**src/rtl/dcache_nway.sv**
```systemverilog
// Parametrised write-back, write-allocate, true-LRU data cache.
// Define HITCOUNT_EN to add the hit counter and its write-out after flush.
module dcache_nway #(
    parameter int CPUID    = 0,
    parameter int SETS     = 8,
    parameter int WAYS     = 2,
    parameter int BLKWORDS = 2
) (
    input  logic        CLK,
    input  logic        nRST,
    input  logic        halt,
    input  logic        dmemREN,
    input  logic        dmemWEN,
    input  logic [31:0] dmemaddr,
    input  logic [31:0] dmemstore,
    output logic        dhit,
    output logic [31:0] dmemload,
    output logic        flushed,
    input  logic        dwait,
    input  logic [31:0] dload,
    output logic        dREN,
    output logic        dWEN,
    output logic [31:0] daddr,
    output logic [31:0] dstore
);
    localparam int OB = $clog2(BLKWORDS);
    localparam int IB = $clog2(SETS);
    localparam int TB = 30 - OB - IB;
    localparam int OW = (OB > 0) ? OB : 1;
    localparam int WI = (WAYS > 1) ? $clog2(WAYS) : 1;
    localparam int PW = $clog2(WAYS * SETS) + 1;
    localparam logic [WI-1:0] AMAX = WI'(WAYS - 1);

    if (SETS < 2 || WAYS < 1 || WAYS > 8 || BLKWORDS < 1 || BLKWORDS > 8 || CPUID < 0) begin : g_bad_cfg
        $error("dcache_nway: unsupported parameters");
    end

    typedef enum logic [2:0] {
        IDLE, WB, FETCH, FLUSH_CHK, FLUSH_WB,
`ifdef HITCOUNT_EN
        CNT_WR,
`endif
        FLUSHED
    } state_t;

    state_t state_q, state_d;
    logic [OW-1:0] cnt_q, cnt_d;
    logic [WI-1:0] vic_q, vic_d;
    logic [PW-1:0] ptr_q, ptr_d;
    logic [TB+IB-1:0] req_q;

    logic [31:0]   data_q  [WAYS][SETS][BLKWORDS];
    logic [TB-1:0] tag_q   [WAYS][SETS];
    logic          valid_q [WAYS][SETS];
    logic          dirty_q [WAYS][SETS];
    logic [WI-1:0] age_q   [WAYS][SETS];
`ifdef HITCOUNT_EN
    logic [31:0] hitcnt_q;
    logic        refilled_q;
`endif

    logic [IB-1:0] in_idx, r_idx, f_set;
    logic [TB-1:0] in_tag, r_tag;
    logic [OW-1:0] in_off;
    logic [WI-1:0] hit_way, vic_sel, f_way, best, hit_age;
    logic hit_any, found, req, miss_go;
    logic fill_beat, fill_done, wb_done, fwb_done;
    logic unused_bits;

    assign in_idx = dmemaddr[2+OB +: IB];
    assign in_tag = dmemaddr[31 -: TB];
    assign in_off = (OB == 0) ? '0 : OW'(dmemaddr >> 2);
    assign r_idx  = req_q[IB-1:0];
    assign r_tag  = req_q[TB+IB-1 -: TB];
    assign f_set  = IB'(ptr_q);
    assign f_way  = WI'(ptr_q >> IB);
    assign unused_bits = ^dmemaddr[1:0];

    function automatic logic [31:0] mkaddr(input logic [TB-1:0] t,
                                           input logic [IB-1:0] s,
                                           input logic [OW-1:0] o);
        mkaddr = (32'({t, s}) << (2 + OB)) | ((OB == 0) ? 32'd0 : (32'(o) << 2));
    endfunction

    always_comb begin
        hit_any = 1'b0;
        hit_way = '0;
        found   = 1'b0;
        vic_sel = '0;
        best    = age_q[0][in_idx];
        for (int w = 0; w < WAYS; w++) begin
            if (valid_q[w][in_idx] && tag_q[w][in_idx] == in_tag) begin
                hit_any = 1'b1;
                hit_way = WI'(w);
            end
            if (!found && !valid_q[w][in_idx]) begin
                found   = 1'b1;
                vic_sel = WI'(w);
            end
        end
        // oldest way wins; lowest index breaks ties left over from reset
        if (!found) begin
            for (int w = 1; w < WAYS; w++) begin
                if (age_q[w][in_idx] > best) begin
                    best    = age_q[w][in_idx];
                    vic_sel = WI'(w);
                end
            end
        end
        hit_age = age_q[hit_way][in_idx];
    end

    assign req      = (dmemREN | dmemWEN) & ~halt & (state_q == IDLE);
    assign dhit     = req & hit_any;
    assign dmemload = dhit ? data_q[hit_way][in_idx][in_off] : 32'd0;
    assign miss_go  = req & ~hit_any;

    always_comb begin
        state_d   = state_q;
        cnt_d     = cnt_q;
        vic_d     = vic_q;
        ptr_d     = ptr_q;
        dREN      = 1'b0;
        dWEN      = 1'b0;
        daddr     = 32'd0;
        dstore    = 32'd0;
        flushed   = 1'b0;
        fill_beat = 1'b0;
        fill_done = 1'b0;
        wb_done   = 1'b0;
        fwb_done  = 1'b0;
        unique case (state_q)
            IDLE: begin
                if (halt) begin
                    state_d = FLUSH_CHK;
                    ptr_d   = '0;
                end else if (miss_go) begin
                    vic_d   = vic_sel;
                    cnt_d   = '0;
                    state_d = dirty_q[vic_sel][in_idx] ? WB : FETCH;
                end
            end
            WB: begin
                dWEN   = 1'b1;
                daddr  = mkaddr(tag_q[vic_q][r_idx], r_idx, cnt_q);
                dstore = data_q[vic_q][r_idx][cnt_q];
                if (!dwait) begin
                    cnt_d = cnt_q + 1'b1;
                    if (cnt_q == OW'(BLKWORDS - 1)) begin
                        cnt_d   = '0;
                        wb_done = 1'b1;
                        state_d = FETCH;
                    end
                end
            end
            FETCH: begin
                dREN  = 1'b1;
                daddr = mkaddr(r_tag, r_idx, cnt_q);
                if (!dwait) begin
                    fill_beat = 1'b1;
                    cnt_d     = cnt_q + 1'b1;
                    if (cnt_q == OW'(BLKWORDS - 1)) begin
                        cnt_d     = '0;
                        fill_done = 1'b1;
                        state_d   = IDLE;
                    end
                end
            end
            FLUSH_CHK: begin
                if (ptr_q == PW'(WAYS * SETS)) begin
`ifdef HITCOUNT_EN
                    state_d = CNT_WR;
`else
                    state_d = FLUSHED;
`endif
                end else if (dirty_q[f_way][f_set]) begin
                    cnt_d   = '0;
                    state_d = FLUSH_WB;
                end else begin
                    ptr_d = ptr_q + 1'b1;
                end
            end
            FLUSH_WB: begin
                dWEN   = 1'b1;
                daddr  = mkaddr(tag_q[f_way][f_set], f_set, cnt_q);
                dstore = data_q[f_way][f_set][cnt_q];
                if (!dwait) begin
                    cnt_d = cnt_q + 1'b1;
                    if (cnt_q == OW'(BLKWORDS - 1)) begin
                        cnt_d    = '0;
                        fwb_done = 1'b1;
                        ptr_d    = ptr_q + 1'b1;
                        state_d  = FLUSH_CHK;
                    end
                end
            end
`ifdef HITCOUNT_EN
            CNT_WR: begin
                dWEN   = 1'b1;
                daddr  = 32'h0000_3100;
                dstore = hitcnt_q;
                if (!dwait) state_d = FLUSHED;
            end
`endif
            FLUSHED: flushed = 1'b1;
            default: state_d = IDLE;
        endcase
    end

    always_ff @(posedge CLK or negedge nRST) begin
        if (!nRST) begin
            state_q <= IDLE;
            cnt_q   <= '0;
            vic_q   <= '0;
            ptr_q   <= '0;
            req_q   <= '0;
            for (int w = 0; w < WAYS; w++) begin
                for (int s = 0; s < SETS; s++) begin
                    valid_q[w][s] <= 1'b0;
                    dirty_q[w][s] <= 1'b0;
                    age_q[w][s]   <= '0;
                end
            end
`ifdef HITCOUNT_EN
            hitcnt_q   <= '0;
            refilled_q <= 1'b0;
`endif
        end else begin
            state_q <= state_d;
            cnt_q   <= cnt_d;
            vic_q   <= vic_d;
            ptr_q   <= ptr_d;
            if (miss_go) req_q <= dmemaddr[31:2+OB];
            if (dhit) begin
                for (int w = 0; w < WAYS; w++) begin
                    if (WI'(w) == hit_way) begin
                        age_q[w][in_idx] <= '0;
                    end else if (age_q[w][in_idx] <= hit_age && age_q[w][in_idx] != AMAX) begin
                        age_q[w][in_idx] <= age_q[w][in_idx] + 1'b1;
                    end
                end
                if (dmemWEN) dirty_q[hit_way][in_idx] <= 1'b1;
            end
            if (wb_done)   dirty_q[vic_q][r_idx] <= 1'b0;
            if (fill_done) valid_q[vic_q][r_idx] <= 1'b1;
            if (fwb_done)  dirty_q[f_way][f_set] <= 1'b0;
`ifdef HITCOUNT_EN
            if (dhit) begin
                if (!refilled_q && hitcnt_q != '1) hitcnt_q <= hitcnt_q + 1'b1;
                refilled_q <= 1'b0;
            end
            if (fill_done) refilled_q <= 1'b1;
`endif
        end
    end

    always_ff @(posedge CLK) begin
        if (dhit && dmemWEN) data_q[hit_way][in_idx][in_off] <= dmemstore;
        if (fill_beat) data_q[vic_q][r_idx][cnt_q] <= dload;
        if (fill_done) tag_q[vic_q][r_idx] <= r_tag;
    end
endmodule

```
**config.mk**
```make
export PLATFORM = sky130hd
export DESIGN_NAME = dcache_nway
export DESIGN_NICKNAME = d
export VERILOG_FILES = /design/src/rtl/dcache_nway.sv
export SDC_FILE = /design/constraint.sdc
export NUM_CORES = 2
export LEC_CHECK = 0
export ABC_AREA = 0
export BUFFER_PORTS_ARGS = -buffer_cell sky130_fd_sc_hd__clkbuf_2
export CORE_ASPECT_RATIO = 1.75
export CORE_MARGIN = 10
export CORE_UTILIZATION = 57
export CTS_CLUSTER_SIZE = 28
export DETAILED_ROUTE_END_ITERATION = 8
export PLACE_DENSITY_LB_ADDON = 0.2
export SYNTH_ARGS = -nofsm -noshare
export SYNTH_HDL_FRONTEND = slang
export SYNTH_SLANG_ARGS = --single-unit
```
**constraint.sdc**
```tcl
create_clock -name CLK -period 4.34 [get_ports CLK]
set_input_delay 0.651 -clock CLK [delete_from_list [all_inputs] [get_ports CLK]]
set_output_delay 0.651 -clock CLK [all_outputs]
set_load 0.02 [all_outputs]
```
* Yosys cells after proc, flatten, opt, wreduce, memory -nomap -nowiden *
Memories as Yosys holds them, arrays and structs flattened.
Cells that the tools add are included.

storage, ports and cells
  logic and storage cells = 309
  input port bits = 102
  memory bits (writable) = 1,440
  memories = 2
  register bits after elaboration = 87

memory list
  name    words  width  read ports  clocked after memory_dff  write ports  line  RTL
  data_q  2      512    3           0                         1            52    logic [31:0] data_q [WAYS][SETS][BLKWORDS];
  tag_q   2      208    4           0                         1            53    logic [TB-1:0] tag_q [WAYS][SETS];

cells by class
  add/sub/neg operators = 4
  reductions and logical operators = 28
  magnitude comparators = 20
  multiplexer cells = 147
  bitwise logic cells = 31
  eq/ne operators = 24

operators with widths
  cell                                           number
  two-way mux 512 bit                            4
  binary-select mux 64 bit (select 3 bit)        3
  two-way mux 64 bit                             8
  OR reduction 512 bit                           1
  demux 64 bit (select 3 bit)                    2
  two-way mux 32 bit                             12
  binary-select mux 26 bit (select 3 bit)        4
  two-way mux 26 bit                             9
  two-way mux 208 bit                            1
  two-way mux 8 bit                              16
  bitwise OR 32 x 3 -> 32 bit                    3
  case mux 32 bit (3 select lines)               1
  demux 26 bit (select 3 bit)                    1
  demux 32 bit (select 1 bit)                    2
  two-way mux 16 bit                             4
  case mux 32 bit (2 select lines)               1
  equality test 26 bit                           2
  two-way mux 1 bit                              45
  bitwise AND 16 bit                             2
  NOT 16 bit                                     2
  bitwise OR 16 bit                              2
  two-way mux 3 bit                              10
  inequality test 2 bit (second input constant)  13
  two-way mux 5 bit                              5
  40 further kinds                               101

* Logic depth before layout (Yosys ltp) *
  depth after elaboration = 20
  depth in mapped cells = 19
  depth with buffers taken out = 11

* Worst setup path before layout *
Ideal clock, no wire load.

  path kind = input-to-reg
  from = input port dmemaddr[5]
  to = memory data_q[0][448] in the netlist's numbering, enable pin
  stages = 13
  library setup time = 421 ps
  path buffers = 3
  data arrival time = 4,874 ps
  slack = -955 ps
  data required time = 3,919 ps
  cell sequence = buf_2 > buf_2 > buf_1 > mux4_2 > mux2i_1 > xnor2_1 > nor4_1 > nand4_1 > nor4_4 > o21ai_2 > nor3b_2 > a21oi_1 > nor2_1

on the way
  longest elaborated chain between the ends = 13

ends and longest elaborated chain
  element                                                line     RTL
  from (decl)                                            14       input logic [31:0] dmemaddr,
  NOT 3 -> 4 bit (not written as such) (*)               92, 258
  binary-select mux 26 bit (select 3 bit)                92       if (valid_q[w][in_idx] && tag_q[w][in_idx] == in_tag) begin
  two-way mux 26 bit (not written as such) (2 in a row)  92
  equality test 26 bit                                   92
  logical AND 1 bit                                      92
  two-way mux 1 bit (2 in a row)                         92
  bitwise AND 1 bit                                      114      assign dhit = req & hit_any;
  logical AND 1 bit                                      258      if (dhit && dmemWEN) data_q[hit_way][in_idx][in_off] <= dmemstore;
  two-way mux 1 bit                                      258
  two-way mux 512 bit (not written as such)              258
  two-way mux 512 bit (no source line)                   -
  to (decl)                                              52

Mark *: on every way between the ends. The rest lies on a longest branch, timed or not. The select of a mux whose other input is x is not followed.

==> flow_summary_export.csv <==
group,metric,value,unit
critical_path,critical_path.max_fanout,6,
routing,postRouteAntennaNets,0,
sta,timing.final.setup_violations,43,
sta,post-route-period-util,133,%
synth,yosys-top-cells-area,"edfxtp_1, mux4_2, mux2i_1",
power,seqPwrFrac,37.1,%
power,static-leakage-power,32.6,nW
synth,post-synth-top-area-cell,"edfxtp_1",
synth,synth_unique_cells,85,
min_path,min_delay_worst_endpoint,"req_q[10]$_DFFE_PN0P_",
synth,postSynth.topFlopCell,"edfxtp_1",
synth,syn_inst,4718,
synth,postSynthRegisterBits,1527,
global_routing,grt_overflow,0,
placement,post_dp_cell_area,93400,sq um
die,io-pin-count,202,
routing,avgRoutedWirePerCell,43.4,um
final_layout,final_net_count,5607,
routing,detailedRoute.firstIterationViolations,8665,
sta,skew,0.0373,ns
critical_path,ff2ff_path_depth,17,
critical_path,path_class,"reg2out",
placement,gp_routability_congestion,0.970,
cts,cts.sink_count,1527,
die,floorplan.rows,185,
cts,cts_max_level,4,
die,core_region_area,145000,sq um
sta,final.hold.worst_slack,0.181,ns
cts,clock_tree.root_cell,"clkbuf_16",
sta,fmax,173,MHz
power,report.power.total,0.0505,W
power,power.switching,0.0172,W
critical_path,regToRegEndpoint,"data_q[0][221]$_DFFE_PP_",
power,power.ir.vdd_worst,445,uV
global_routing,global_route_total_usage_across_every_layer,39.9,%
min_path,hold_depth,2,
die,initial_core_util,57.5,%
flow_run,drv_cap,1,
global_routing,global_route_wire_length_before_repair,451000,um
critical_path,r2r_slack,0.01,ns
sta,worstMarginPinSlew,1.45,ns
synth,yosysWarnings,0,
routing,finalWirelength,326000,um
critical_path,arrival,5.14,ns
power,power.density_cell_area,502,nW/um^2
cts,insertion_delay,0.84,ns
sta,timing.slew.headroom,2.44,%
sta,final-hold-violation-count,0,
placement,dp_slack,-1.65,ns
synth,synth_sequential_area_ratio,54.4,%
routing,detailed_routing_iteration_count_for_the_pre_antenna_repair_pass,8,
final_layout,finalInstanceArea,100000,sq um
sta,final.min_clock_period,5.79,ns
min_path,hp-start,"dmemaddr[13]",
cts,cts_tree,"done",
power,combPwrFrac,36.8,%
routing,via_density,7.88,
power,p_int,0.0333,W
sta,finalWorstSetupSlack,-1.45,ns
critical_path,timing.critical_path.required,3.69,ns
critical_path,crit-reg2reg-launch,"tag_q[1][36]$_DFFE_PP_",
global_routing,grt_pass1_vias,59775,
outcome,outcome,"finished, violations left",
cts,cts_inserted_buffers,144,
min_path,worstHoldPathType,"in2reg",
cts,path_clk_slew,0.07,ns
final_layout,area_delta_synth_final,20.3,%
global_routing,antenna_found_initial,9,
power,switching_share,34.1,%
placement,place.detailed.hpwl,211000,um
routing,drc,0,
outcome,violations,"max-capacitance violations, negative setup slack",
power,p_clk_share,26.1,%
die,die_area,163000,sq um
critical_path,crit_path_start_kind,"flop",
die,fp.dieW,309,um
cts,clock_tree.buffer_depth,3,
sta,setup_repair_after_global_routing_missed_its_margin,"yes",
final_layout,mostFrequentLayoutCell,"edfxtp_1",
final_layout,mostFrequentLayoutCells,"edfxtp_1, mux4_2, buf_4",
synth,postSynthAreaPerCell,17.7,sq um
synth,post_synthesis_instance_area,83500,sq um
global_routing,grt_start_max_net_pins,62,
final_layout,final_layout_size_suffix_gt1_share,48.2,%
final_layout,final_core_utilization,69.1,%
placement,numPortBuffers,197,
synth,synth_top_cell_area_share,51.8,%
sta,slew_viol_final,0,
critical_path,endpoint_kind,"output port",
synth,ys_async_sr_fraction,5.70,%
synth,synth_enable_flop_cells,1440,
die,die_h,526,um
routing,detailroute.via_count,59099,
-- worst max-delay path, stage by stage (launching register included) --
cell      delay (ns)
edfxtp_1        0.45
mux2_2          0.28
o22ai_1         0.19
or3_1           0.33
nand4_1         0.25
or4_4           0.61
nor4_4          0.29
buf_6           0.16
buf_12          0.17
buf_4           0.14
buf_8           0.12
buf_4           0.13
mux4_2          0.52
o21ai_4         0.24
o22ai_2         0.11
buf_4           0.17
buf_4           0.16
-- power groups by stage --
stage | Combinational, W | Clock [W] | Sequential (W)
4_1_cts | 0.0181 | 0.0132 | 0.0187
3_5_place_dp | 0.0175 | 0 | 0.0192
3_3_place_gp | 0.0173 | 0 | 0.0191
5_1_grt | 0.0190 | 0.0138 | 0.0188
6_report | 0.0186 | 0.0132 | 0.0187
2_1_floorplan | 0.0116 | 0 | 0.0184
-- worst max-delay path by stage --
stage | slack, ns | to | startpoint | cells past startpoint
final | -1.45 | dmemload[9] | tag_q[1][79]$_DFFE_PP_ | 16
after global routing | -1.54 | dmemload[9] | tag_q[1][71]$_DFFE_PP_ | 17
after CTS | -1.41 | dmemload[30] | tag_q[1][5]$_DFFE_PP_ | 16
after detailed placement | -1.65 | dmemload[16] | dmemaddr[3] | 18
after global placement | -1.70 | dmemload[16] | dmemaddr[3] | 18
after floorplan | -0.42 | dmemload[16] | dmemaddr[3] | 17
-- Yosys cell counts (10+ instances only) --
cell type and count:
o21ai_0 108, nand2_1 143, a221oi_1 54, buf_2 43
nand4_1 13, xnor2_1 19, nor4_1 14, mux2_2 150
nand3_1 26, xor2_1 13, mux4_1 19, nor3_1 28
clkbuf_1 224, o221ai_1 18, a22o_1 46, or3_1 14
or2_2 18, inv_1 13, a32oi_1 16, a31oi_1 29
dfrtp_1 87, buf_4 23, o21ai_1 32, a221o_1 14
o22ai_1 131, mux4_2 992, and3_1 10, edfxtp_1 1440
buf_1 94, nor2b_1 14, buf_12 12, mux2i_1 398
o21a_1 10, a22oi_1 65, a21oi_1 73, nor2_1 144
buf_6 22
-- registers in the layout, indices dropped and copies added (netlist names) --
name and flops:
cnt_q 1, tag_q 416, age_q 16, ptr_q 5, dirty_q 16, data_q 1024
req_q 29, valid_q 16, vic_q 1, state_q 3
-- routing by layer --
layer,global-route usage [%],share of wire [%],vias up
li1,-,-,22053
met1,45.4,30,30150
met2,63.1,47,5231
met3,9.73,12,1659
met4,33.8,11,6
met5,0,0.0098,-
-- timing repair --
item | 4_1_cts | 5_1_grt
gates resized for setup | 184 | 151
setup endpoints to repair | 621 | 1059
gates cloned | 6 | 5
pin swaps | 41 | 48
buffers inserted | 52 | 28
hold buffers | 1 | 0
endpoints found under the hold margin | 42 | 0
-- area by class of cell --
type                       count  area, sq um
tap                         1870         2340
multi-input combinational   2751        37200
clock buffer                 168         3810
sequential                  1527        45400
clock inverter               100          990
timing repair buffer        1061        10600
fill                        9357        44900
antenna                       10         25.0
inverter                      16         70.1
-- kinds of logic (layout without fill, tap and decap cells) --
family / after synthesis / after routing / share of synthesized area (%)
multiplexers: 1569 / 1569 / 34.3
flip-flops: 1527 / 1527 / 54.4
AO/OA/AOI/OAI: 668 / 668 / 5.50
AND/OR/NAND/NOR: 476 / 476 / 2.74
buffers and inverters: 441 / 1345 / 2.67
XOR/XNOR: 32 / 32 / 0.336
adder cells (fa/ha/maj): 4 / 4 / 0.0599
other: 1 / 12 / 0.00449
-- through the flow --
stage | setup TNS (ns) | instances
after floorplan | -311.00 | 4719
after global placement | -949.33 | 7143
after detailed placement | -939.93 | 7143
after CTS | -42.40 | 7466
after global routing | -44.90 | 7494
final | -41.30 | 7503
Power figures use the tool's default switching activity.
